`src/rtl/spi_flash_read_ctrl_if.sv`:
```
// Requester and SPI-master signal bundle for spi_flash_read_ctrl.
// The controller uses the slave view; the requester/SPI side uses master.
interface spi_flash_read_ctrl_if #(
    parameter int MAX_READ_BYTES   = 4,
    parameter int MAX_BYTES_PER_CS = MAX_READ_BYTES + 4,
    parameter int LEN_W            = $clog2(MAX_READ_BYTES + 1),
    parameter int CNT_W            = $clog2(MAX_BYTES_PER_CS + 1)
);
    logic             i_Req;
    logic [23:0]      i_Addr;
    logic [LEN_W-1:0] i_Len;
    logic             o_Busy;
    logic [7:0]       o_Data;
    logic             o_Data_Valid;
    logic [LEN_W-1:0] o_Data_Idx;
    logic             o_Done;
    logic             o_Err;
    logic [CNT_W-1:0] o_TX_Count;
    logic [7:0]       o_TX_Byte;
    logic             o_TX_DV;
    logic             i_TX_Ready;
    logic             i_RX_DV;
    logic [7:0]       i_RX_Byte;

    modport slave (
        input  i_Req, i_Addr, i_Len, i_TX_Ready, i_RX_DV, i_RX_Byte,
        output o_Busy, o_Data, o_Data_Valid, o_Data_Idx, o_Done, o_Err,
               o_TX_Count, o_TX_Byte, o_TX_DV
    );

    modport master (
        output i_Req, i_Addr, i_Len, i_TX_Ready, i_RX_DV, i_RX_Byte,
        input  o_Busy, o_Data, o_Data_Valid, o_Data_Idx, o_Done, o_Err,
               o_TX_Count, o_TX_Byte, o_TX_DV
    );
endinterface

```
`src/rtl/spi_flash_read_ctrl.sv`:
```
// Serial-flash READ (0x03) sequencer driving a single-CS SPI master:
// opcode + 24-bit address + dummy bytes out, data-phase RX bytes forwarded with index.
module spi_flash_read_ctrl #(
    parameter int MAX_READ_BYTES   = 4,
    parameter int MAX_BYTES_PER_CS = MAX_READ_BYTES + 4,
    parameter int LEN_W            = $clog2(MAX_READ_BYTES + 1),
    parameter int CNT_W            = $clog2(MAX_BYTES_PER_CS + 1)
) (
    input  logic                  i_Clk,
    input  logic                  i_Rst,
    spi_flash_read_ctrl_if.slave  bus
);
    localparam logic [LEN_W-1:0] MAX_LEN   = LEN_W'(MAX_READ_BYTES);
    localparam logic [CNT_W-1:0] CMD_BYTES = CNT_W'(4);
    localparam logic [CNT_W-1:0] ONE       = CNT_W'(1);

    typedef enum logic [2:0] {IDLE, SEND, GUARD, WAIT_RDY, FINISH} state_t;

    state_t           r_State;
    logic [23:0]      r_Addr;
    logic [CNT_W-1:0] r_Tx_Cnt;
    logic [CNT_W-1:0] r_Rx_Cnt;
    logic [CNT_W-1:0] r_TX_Count;
    logic [7:0]       r_TX_Byte;
    logic             r_TX_DV;
    logic             r_Busy;
    logic [7:0]       r_Data;
    logic             r_Data_Valid;
    logic [LEN_W-1:0] r_Data_Idx;
    logic             r_Done;
    logic             r_Err;

    logic             w_Len_Ok;
    logic [7:0]       w_Tx_Sel;
    logic [CNT_W-1:0] w_Data_Idx;

    assign w_Len_Ok   = (bus.i_Len != '0) && (bus.i_Len <= MAX_LEN);
    assign w_Data_Idx = r_Rx_Cnt - CMD_BYTES;

    always_comb begin
        w_Tx_Sel = 8'h00;
        case (r_Tx_Cnt)
            CNT_W'(0): w_Tx_Sel = 8'h03;
            CNT_W'(1): w_Tx_Sel = r_Addr[23:16];
            CNT_W'(2): w_Tx_Sel = r_Addr[15:8];
            CNT_W'(3): w_Tx_Sel = r_Addr[7:0];
            default:   w_Tx_Sel = 8'h00;
        endcase
    end

    always_ff @(posedge i_Clk) begin
        if (i_Rst) begin
            r_State      <= IDLE;
            r_Addr       <= '0;
            r_Tx_Cnt     <= '0;
            r_Rx_Cnt     <= '0;
            r_TX_Count   <= '0;
            r_TX_Byte    <= '0;
            r_TX_DV      <= 1'b0;
            r_Busy       <= 1'b0;
            r_Data       <= '0;
            r_Data_Valid <= 1'b0;
            r_Data_Idx   <= '0;
            r_Done       <= 1'b0;
            r_Err        <= 1'b0;
        end else begin
            r_TX_DV      <= 1'b0;
            r_Done       <= 1'b0;
            r_Err        <= 1'b0;
            r_Data_Valid <= 1'b0;

            // First four RX bytes echo the command phase and are dropped.
            if (r_State != IDLE && bus.i_RX_DV) begin
                r_Rx_Cnt <= r_Rx_Cnt + ONE;
                if (r_Rx_Cnt >= CMD_BYTES) begin
                    r_Data       <= bus.i_RX_Byte;
                    r_Data_Idx   <= w_Data_Idx[LEN_W-1:0];
                    r_Data_Valid <= 1'b1;
                end
            end

            case (r_State)
                IDLE: begin
                    r_Busy <= 1'b0;
                    if (bus.i_Req) begin
                        r_Busy <= 1'b1;
                        if (!w_Len_Ok) begin
                            r_Err <= 1'b1;
                        end else begin
                            r_Addr     <= bus.i_Addr;
                            r_TX_Count <= CNT_W'(bus.i_Len) + CMD_BYTES;
                            r_Tx_Cnt   <= '0;
                            r_Rx_Cnt   <= '0;
                            r_State    <= SEND;
                        end
                    end
                end
                SEND: begin
                    if (bus.i_TX_Ready) begin
                        r_TX_DV   <= 1'b1;
                        r_TX_Byte <= w_Tx_Sel;
                        r_Tx_Cnt  <= r_Tx_Cnt + ONE;
                        r_State   <= GUARD;
                    end
                end
                // Ready is still stale-high here; the master only drops it after seeing DV.
                GUARD: r_State <= WAIT_RDY;
                WAIT_RDY: begin
                    if (bus.i_TX_Ready)
                        r_State <= (r_Tx_Cnt < r_TX_Count) ? SEND : FINISH;
                end
                FINISH: begin
                    if (r_Rx_Cnt == r_TX_Count && bus.i_TX_Ready) begin
                        r_Done  <= 1'b1;
                        r_State <= IDLE;
                    end
                end
                default: r_State <= IDLE;
            endcase
        end
    end

    assign bus.o_Busy       = r_Busy;
    assign bus.o_Data       = r_Data;
    assign bus.o_Data_Valid = r_Data_Valid;
    assign bus.o_Data_Idx   = r_Data_Idx;
    assign bus.o_Done       = r_Done;
    assign bus.o_Err        = r_Err;
    assign bus.o_TX_Count   = r_TX_Count;
    assign bus.o_TX_Byte    = r_TX_Byte;
    assign bus.o_TX_DV      = r_TX_DV;
endmodule

```
`src/flat_wrapper.sv`:
```
// flat-port wrapper written by rule: the top's interface ports become plain ports
module spi_flash_read_ctrl_flat 
#(
    parameter int MAX_READ_BYTES   = 4,
    parameter int MAX_BYTES_PER_CS = MAX_READ_BYTES + 4,
    parameter int LEN_W            = $clog2(MAX_READ_BYTES + 1),
    parameter int CNT_W            = $clog2(MAX_BYTES_PER_CS + 1)
)
  (i_Clk, i_Rst, bus_i_Req, bus_i_Addr, bus_i_Len, bus_i_TX_Ready, bus_i_RX_DV, bus_i_RX_Byte, bus_o_Busy, bus_o_Data, bus_o_Data_Valid, bus_o_Data_Idx, bus_o_Done, bus_o_Err, bus_o_TX_Count, bus_o_TX_Byte, bus_o_TX_DV);
  spi_flash_read_ctrl_if #(.MAX_READ_BYTES(MAX_READ_BYTES), .MAX_BYTES_PER_CS(MAX_BYTES_PER_CS), .LEN_W(LEN_W), .CNT_W(CNT_W)) bus_i ();
  input  logic i_Clk;
  input  logic i_Rst;
  input wire logic [$bits(bus_i.i_Req)-1:0] bus_i_Req;
  input wire logic [$bits(bus_i.i_Addr)-1:0] bus_i_Addr;
  input wire logic [$bits(bus_i.i_Len)-1:0] bus_i_Len;
  input wire logic [$bits(bus_i.i_TX_Ready)-1:0] bus_i_TX_Ready;
  input wire logic [$bits(bus_i.i_RX_DV)-1:0] bus_i_RX_DV;
  input wire logic [$bits(bus_i.i_RX_Byte)-1:0] bus_i_RX_Byte;
  output wire logic [$bits(bus_i.o_Busy)-1:0] bus_o_Busy;
  output wire logic [$bits(bus_i.o_Data)-1:0] bus_o_Data;
  output wire logic [$bits(bus_i.o_Data_Valid)-1:0] bus_o_Data_Valid;
  output wire logic [$bits(bus_i.o_Data_Idx)-1:0] bus_o_Data_Idx;
  output wire logic [$bits(bus_i.o_Done)-1:0] bus_o_Done;
  output wire logic [$bits(bus_i.o_Err)-1:0] bus_o_Err;
  output wire logic [$bits(bus_i.o_TX_Count)-1:0] bus_o_TX_Count;
  output wire logic [$bits(bus_i.o_TX_Byte)-1:0] bus_o_TX_Byte;
  output wire logic [$bits(bus_i.o_TX_DV)-1:0] bus_o_TX_DV;
  assign bus_i.i_Req = bus_i_Req;
  assign bus_i.i_Addr = bus_i_Addr;
  assign bus_i.i_Len = bus_i_Len;
  assign bus_i.i_TX_Ready = bus_i_TX_Ready;
  assign bus_i.i_RX_DV = bus_i_RX_DV;
  assign bus_i.i_RX_Byte = bus_i_RX_Byte;
  assign bus_o_Busy = bus_i.o_Busy;
  assign bus_o_Data = bus_i.o_Data;
  assign bus_o_Data_Valid = bus_i.o_Data_Valid;
  assign bus_o_Data_Idx = bus_i.o_Data_Idx;
  assign bus_o_Done = bus_i.o_Done;
  assign bus_o_Err = bus_i.o_Err;
  assign bus_o_TX_Count = bus_i.o_TX_Count;
  assign bus_o_TX_Byte = bus_i.o_TX_Byte;
  assign bus_o_TX_DV = bus_i.o_TX_DV;
  spi_flash_read_ctrl #(.MAX_READ_BYTES(MAX_READ_BYTES), .MAX_BYTES_PER_CS(MAX_BYTES_PER_CS), .LEN_W(LEN_W), .CNT_W(CNT_W)) u_core (.i_Clk(i_Clk), .i_Rst(i_Rst), .bus(bus_i));
endmodule
```
`config.mk`:
```
export PLATFORM = sky130hd
export DESIGN_NAME = spi_flash_read_ctrl_flat
export DESIGN_NICKNAME = d
export VERILOG_FILES = /design/src/rtl/spi_flash_read_ctrl_if.sv /design/src/rtl/spi_flash_read_ctrl.sv /design/src/flat_wrapper.sv
export SDC_FILE = /design/constraint.sdc
export NUM_CORES = 1
export LEC_CHECK = 0
export CORE_MARGIN = 1
export CORE_UTILIZATION = 30
export CTS_CLUSTER_DIAMETER = 60
export DETAILED_ROUTE_END_ITERATION = 7
export PLACE_DENSITY_LB_ADDON = 0.3
export SLEW_MARGIN = 20
export SYNTH_ARGS = -nofsm -noshare
export SYNTH_HDL_FRONTEND = slang
export SYNTH_SLANG_ARGS = --single-unit
export TNS_END_PERCENT = 50
```
`constraint.sdc`:
```
create_clock -name i_Clk -period 1.6 [get_ports i_Clk]
set_input_delay 0.4 -clock i_Clk [delete_from_list [all_inputs] [get_ports i_Clk]]
set_output_delay 0.4 -clock i_Clk [all_outputs]
set_load 0.01 [all_outputs]
```
---- Word-level counts from Yosys, hierarchy flattened ----
Index checks and enable logic that the tools add are counted.
cells by class
  add/subtract/negate cells ............... 4
  multiply operators ...................... 0
  divide/modulo/power cells ............... 0
  $lt $le $gt $ge ......................... 3
  equal/unequal tests ..................... 13
  shift-type cells ........................ 0
  mux-type cells .......................... 21
  bitwise logic cells ..................... 5
  reductions and logical operators ........ 17
operators by type and width
  operator               number
  $pmux W8 S4            1
  $mux W4                7
  $mux W3                6
  $pmux W3 S5            1
  $add A4 B1 Y4 const B  2
  $eq A4 B2 Y1 const B   2
  $pmux W4 S2            1
  $eq A3 B2 Y1 const B   2
  $ne A2 B2 Y1 const B   3
  $reduce_bool A3 Y1     2
  $reduce_or A2 Y1       3
  $mux W1                5
  $not A1 Y1             5
  $reduce_and A5 Y1      1
  $add A3 B3 Y4 const B  1
  $eq A4 B1 Y1 const B   1
  $eq A4 B4 Y1           1
  $ge A4 B3 Y1 const B   1
  $logic_not A4 Y1       1
  $lt A4 B4 Y1           1
  $ne A2 B1 Y1 const B   2
  $reduce_and A2 Y1      2
  $reduce_and A4 Y1      1
  $eq A3 B1 Y1 const B   1
  8 further kinds        10
word-level totals
  register bits ........................... 63
  latch bits .............................. 0
  bits in writable memories ............... 0
  ROM bits ................................ 0
  input bits .............................. 40
  word-level logic and storage cells ...... 76
  memories ................................ 0

---- Longest topological paths before layout ----
  word-level depth ........................ 6
  mapped depth ............................ 7
  depth with buffers taken out ............ 6

---- Worst setup path after synthesis ----
OpenSTA, ideal clock, no wires.
  kind .................................... reg-to-reg
  from .................................... reg u_core.r_TX_Count[1], in the netlist u_core.bus.o_TX_Count[1]
  to ...................................... reg u_core.r_State[0]
  arrival ................................. 1519 ps
  data required time ...................... 1488 ps
  slack ................................... -32 ps
  stages on the path, launching flop included .. 6
  period minus slack after synthesis ...... 1632 ps
  cells stage by stage .................... dfxtp_1 -> inv_1 -> ha_1 -> a2111oi_4 -> o21ai_1 -> a2111oi_1
on the way
  cells in the longest elaborated chain, start to end .. 4
RTL lines
  element                                           RTL line                                                text
  start: declaration                                spi_flash_read_ctrl.sv:23                               logic [CNT_W-1:0] r_TX_Count;
  start signal: assignment                          spi_flash_read_ctrl.sv:91                               r_TX_Count <= CNT_W'(bus.i_Len) + CMD_BYTES;
  $lt A4 B4 Y1 or $eq A4 B4 Y1 (tied branches)      spi_flash_read_ctrl.sv:110, spi_flash_read_ctrl.sv:113
  $mux W3 or $logic_and A1 B1 Y1 (tied branches)    spi_flash_read_ctrl.sv:110, spi_flash_read_ctrl.sv:113
  $mux W3 or $ne A2 B1 Y1 (tied branches)           n/a
  $pmux W3 S5 or $reduce_and A5 Y1 (tied branches)  n/a
  end signal: assignment                            spi_flash_read_ctrl.sv:110                              r_State <= (r_Tx_Cnt < r_TX_Count) ? SEND : FINISH;
  end: declaration                                  spi_flash_read_ctrl.sv:19                               state_t r_State;
Several ways; a longest one is shown, not always the timed one. The select of a mux whose other input is x is not followed.
A chain may end at the register's enable or synchronous reset.

---- Worst setup path after layout ----
Same ends and word-level chain as after synthesis.

==> results.yml <==
logic_synthesis:
  synth-seq-area-share_pct: 45.65
  yosys.cell_count.top_type: "nand2_1"
  synth_top_area_cell: "dfxtp_1"
  yosysUniqueCellTypes: 43
  synth_edf_count: 0
  synth_nets: 378
  netlist_top_cells_count: "nand2_1 (94), dfxtp_1 (63), a21oi_1 (51)"
  synth_flop_cell: "dfxtp_1"
  ys_top_cells_by_area: "dfxtp_1 (46%), nand2_1 (13%), a21oi_1 (9.2%)"
  synthDominantCellAreaShare_pct: 45.65
  async_flop_share_pct: 0
  synthCells: 330
  yosysWarnings: 0
  ys_ff_latch: 63
  syn_area_um2: 2763
  avgSynthCellArea_um2: 8.372
place:
  dp_hpwl_um: 4865
  place_ws_ps: -375.3
  port_buffers: 67
  place.gp.congestion: 0.7755
route:
  firstDrtPassIters: 6
  finalWirelength_um: 7423
  routedWlPerCell_um: 13.95
  ant_nets: 0
  routed_via_density: 4.820
  drt_iter0_markers: 99
  num_vias: 2564
  drcViolationCount: 5
power_and_ir_drop:
  p_int_mw: 2.674
  p_seq_share_pct: 45.7
  peakVddDrop_mv: 0.4338
  power_leakage_nw: 1.653
  combPwrFrac_pct: 16.5
  p_clk_share_pct: 37.8
  p_sw_share_pct: 27.47
  p_per_area_nw_per_um2: 911.4
  net-switching-power_mw: 1.013
global_routing:
  first_global_vias: 2406
  grtUsageTotal_pct: 15.34
  grt.overflow.total: 0
  grt_first_pass_wirelength_um: 11650
  grt_max_degree: 37
  antenna_found_initial: 0
floorplanning:
  die_area_um2: 9596
  fp-row-count: 34
  core-area_um2: 8806
  io_pins: 68
  die_h_um: 97.96
  die_w_um: 97.96
  start_util_pct: 31.37
sta:
  rsz0062_at_grt: "true"
  hold_viol: 0
  setup_viol: 0
  finalCritPeriodShare_pct: 98.50
  fin_skew_ps: 12.38
  drv_slew: 0
  tns_ps: 0
  relSlewSlack_pct: 70.24
  fin_ws_ps: 23.93
  fmax_mhz: 634.5
  finalCriticalPeriod_ps: 1576
  worst_pin_slew_ps: 446.3
status:
  violations: "design-rule violations"
  status: "finished with violations"
cts:
  clock_tree.buffer_depth: 2
  worst_skew_pair.late_latency_ps: 350
  cts_buffers: 9
  cts-root-buf: "clkbuf_8"
  cts.htree.levels: 3
  cts_tree: "yes"
  clkSlewWorstSetupHoldPaths_ps: 70
  cts-hold-fix-buffers: 0
  numClockSinks: 63
setup_path:
  worst_setup_path_start_kind: "flip-flop"
  critPathArrivalTime_ps: 1810
  r2r_cells: 5
  crit_path_end_kind: "flip-flop"
  r2r_end: "u_core.r_State[0]"
  crit_type: "flip-flop to flip-flop"
  crit_required_ps: 1830
  reg2reg_from: "u_core.bus.o_TX_Count[1]"
  cp_max_fo: 2
  r2r_slack_ps: 20
cells_and_area:
  area_growth_pct: 46.42
  diodes: 0
  fill_cells: 890
  layout.nets: 467
  drive_above_1_share_pct: 18.16
hold_path:
  hold_path.startpoint: "i_Rst"
  holdPathStages: 2
  hold_path_class: "input pin to flip-flop"
  hold_end: "u_core.r_Tx_Cnt[1]"
job:
  drv_cap: 0
-- kinds of logic (layout without fill, tap and decap cells) --
kind of cell | after synthesis | after routing | synth area share (%)
simple gates | 134 | 134 | 23.10
xor+xnor | 9 | 9 | 2.853
flops | 63 | 63 | 45.65
compound gates | 86 | 86 | 19.29
mux | 2 | 2 | 0.7247
fa+ha+maj | 8 | 8 | 3.623
buf+inv | 28 | 122 | 4.756
-- per-layer routing --
metal / global-route usage, % / wire length [um] / up-vias
met3: 4.080 / 402 / 7
met1: 19.96 / 3493 / 1189
met2: 24.21 / 3454 / 62
li1: - / - / 1306
met5: 0 / 0 / -
met4: 5.944 / 73 / 0
-- timing repair --
action | 4_1_cts | 5_1_grt
buffers inserted | 0 | 0
gates cloned | 0 | 4
endpoints found under the setup margin | 26 | 42
gates resized for setup | 27 | 20
pin swaps | 1 | 6
-- layout by cell type, fill, tap and decap left out, types with 6 or more instances in the layout --
| cell type | Yosys | routed |
|---|---|---|
| a22oi_1 | 8 | 8 |
| clkdlybuf4s50_1 | 0 | 35 |
| buf_4 | 4 | 26 |
| dlymetal6s2s_1 | 0 | 6 |
| dlygate4sd2_1 | 0 | 25 |
| nand2_1 | 94 | 94 |
| dfxtp_1 | 63 | 60 |
| clkbuf_8 | 0 | 9 |
| nor2_1 | 8 | 7 |
| xor2_1 | 7 | 7 |
| a21oi_1 | 51 | 50 |
| o2bb2ai_1 | 6 | 6 |
-- cell type report --
class / count / area, um^2 / area share [%]
tap: 108 / 135.1 / 3.341
multi-input combinational: 239 / 1426 / 35.26
timing repair buffer: 101 / 1002 / 24.78
inverter: 5 / 18.77 / 0.4640
clock inverter: 7 / 73.82 / 1.825
clock buffer: 9 / 123.9 / 3.062
sequential: 63 / 1265 / 31.27
-- registers in the layout, indices dropped and copies added, names as in the netlist --
register / flops
u_core.r_Addr: 24
u_core.bus.o_Data: 8
u_core.bus.o_TX_Byte: 8
u_core.bus.o_TX_Count: 4
u_core.r_Rx_Cnt: 4
u_core.r_Tx_Cnt: 4
u_core.bus.o_Data_Idx: 3
u_core.r_State: 3
u_core.bus.o_Busy: 1
u_core.bus.o_Data_Valid: 1
u_core.bus.o_Done: 1
u_core.bus.o_Err: 1
u_core.bus.o_TX_DV: 1
-- power by group through the flow --
stage	Combinational, mW	Clock, mW	Sequential, mW
after global routing	0.660	1.51	1.70
after global placement	0.540	0	1.72
after CTS	0.542	1.42	1.68
after floorplan	0.276	0	1.72
after detailed placement	0.549	0	1.72
final	0.608	1.39	1.68
-- worst max-delay path by stage --
stage	start	end	slack, ps
2_1_floorplan	u_core.bus.o_TX_Count[1]	u_core.r_State[0]	30
3_3_place_gp	bus_i_Len[1]	u_core.r_State[0]	-330
3_5_place_dp	bus_i_Len[1]	u_core.r_State[0]	-380
4_1_cts	bus_i_Len[1]	u_core.r_Addr[16]	-10
5_1_grt	u_core.bus.o_TX_Count[1]	u_core.r_State[0]	-20
6_report	u_core.bus.o_TX_Count[1]	u_core.r_State[0]	20
-- worst max-delay path, cell delays in order (launching register included) --
cell,delay (ps)
dfxtp_2,330
inv_1,40
ha_1,320
a2111oi_4,330
o21ai_1,120
a2111oi_1,330
-- per-stage QoR --
step / total power, mW / std cells / hold WS (ps) / utilization, % / cell area (um^2)
CTS: 3.648 / 528 / 320.5 / 44.12 / 3885
detailed placement: 2.269 / 512 / 446.3 / 42.19 / 3715
global placement: 2.258 / 512 / 441.5 / 42.19 / 3715
global route: 3.863 / 532 / 321.0 / 45.94 / 4045
finish: 3.687 / 532 / 322.6 / 45.94 / 4045
floorplan: 1.993 / 330 / 436.0 / - / 2764
Note: power is estimated with default switching activity, not from simulation.
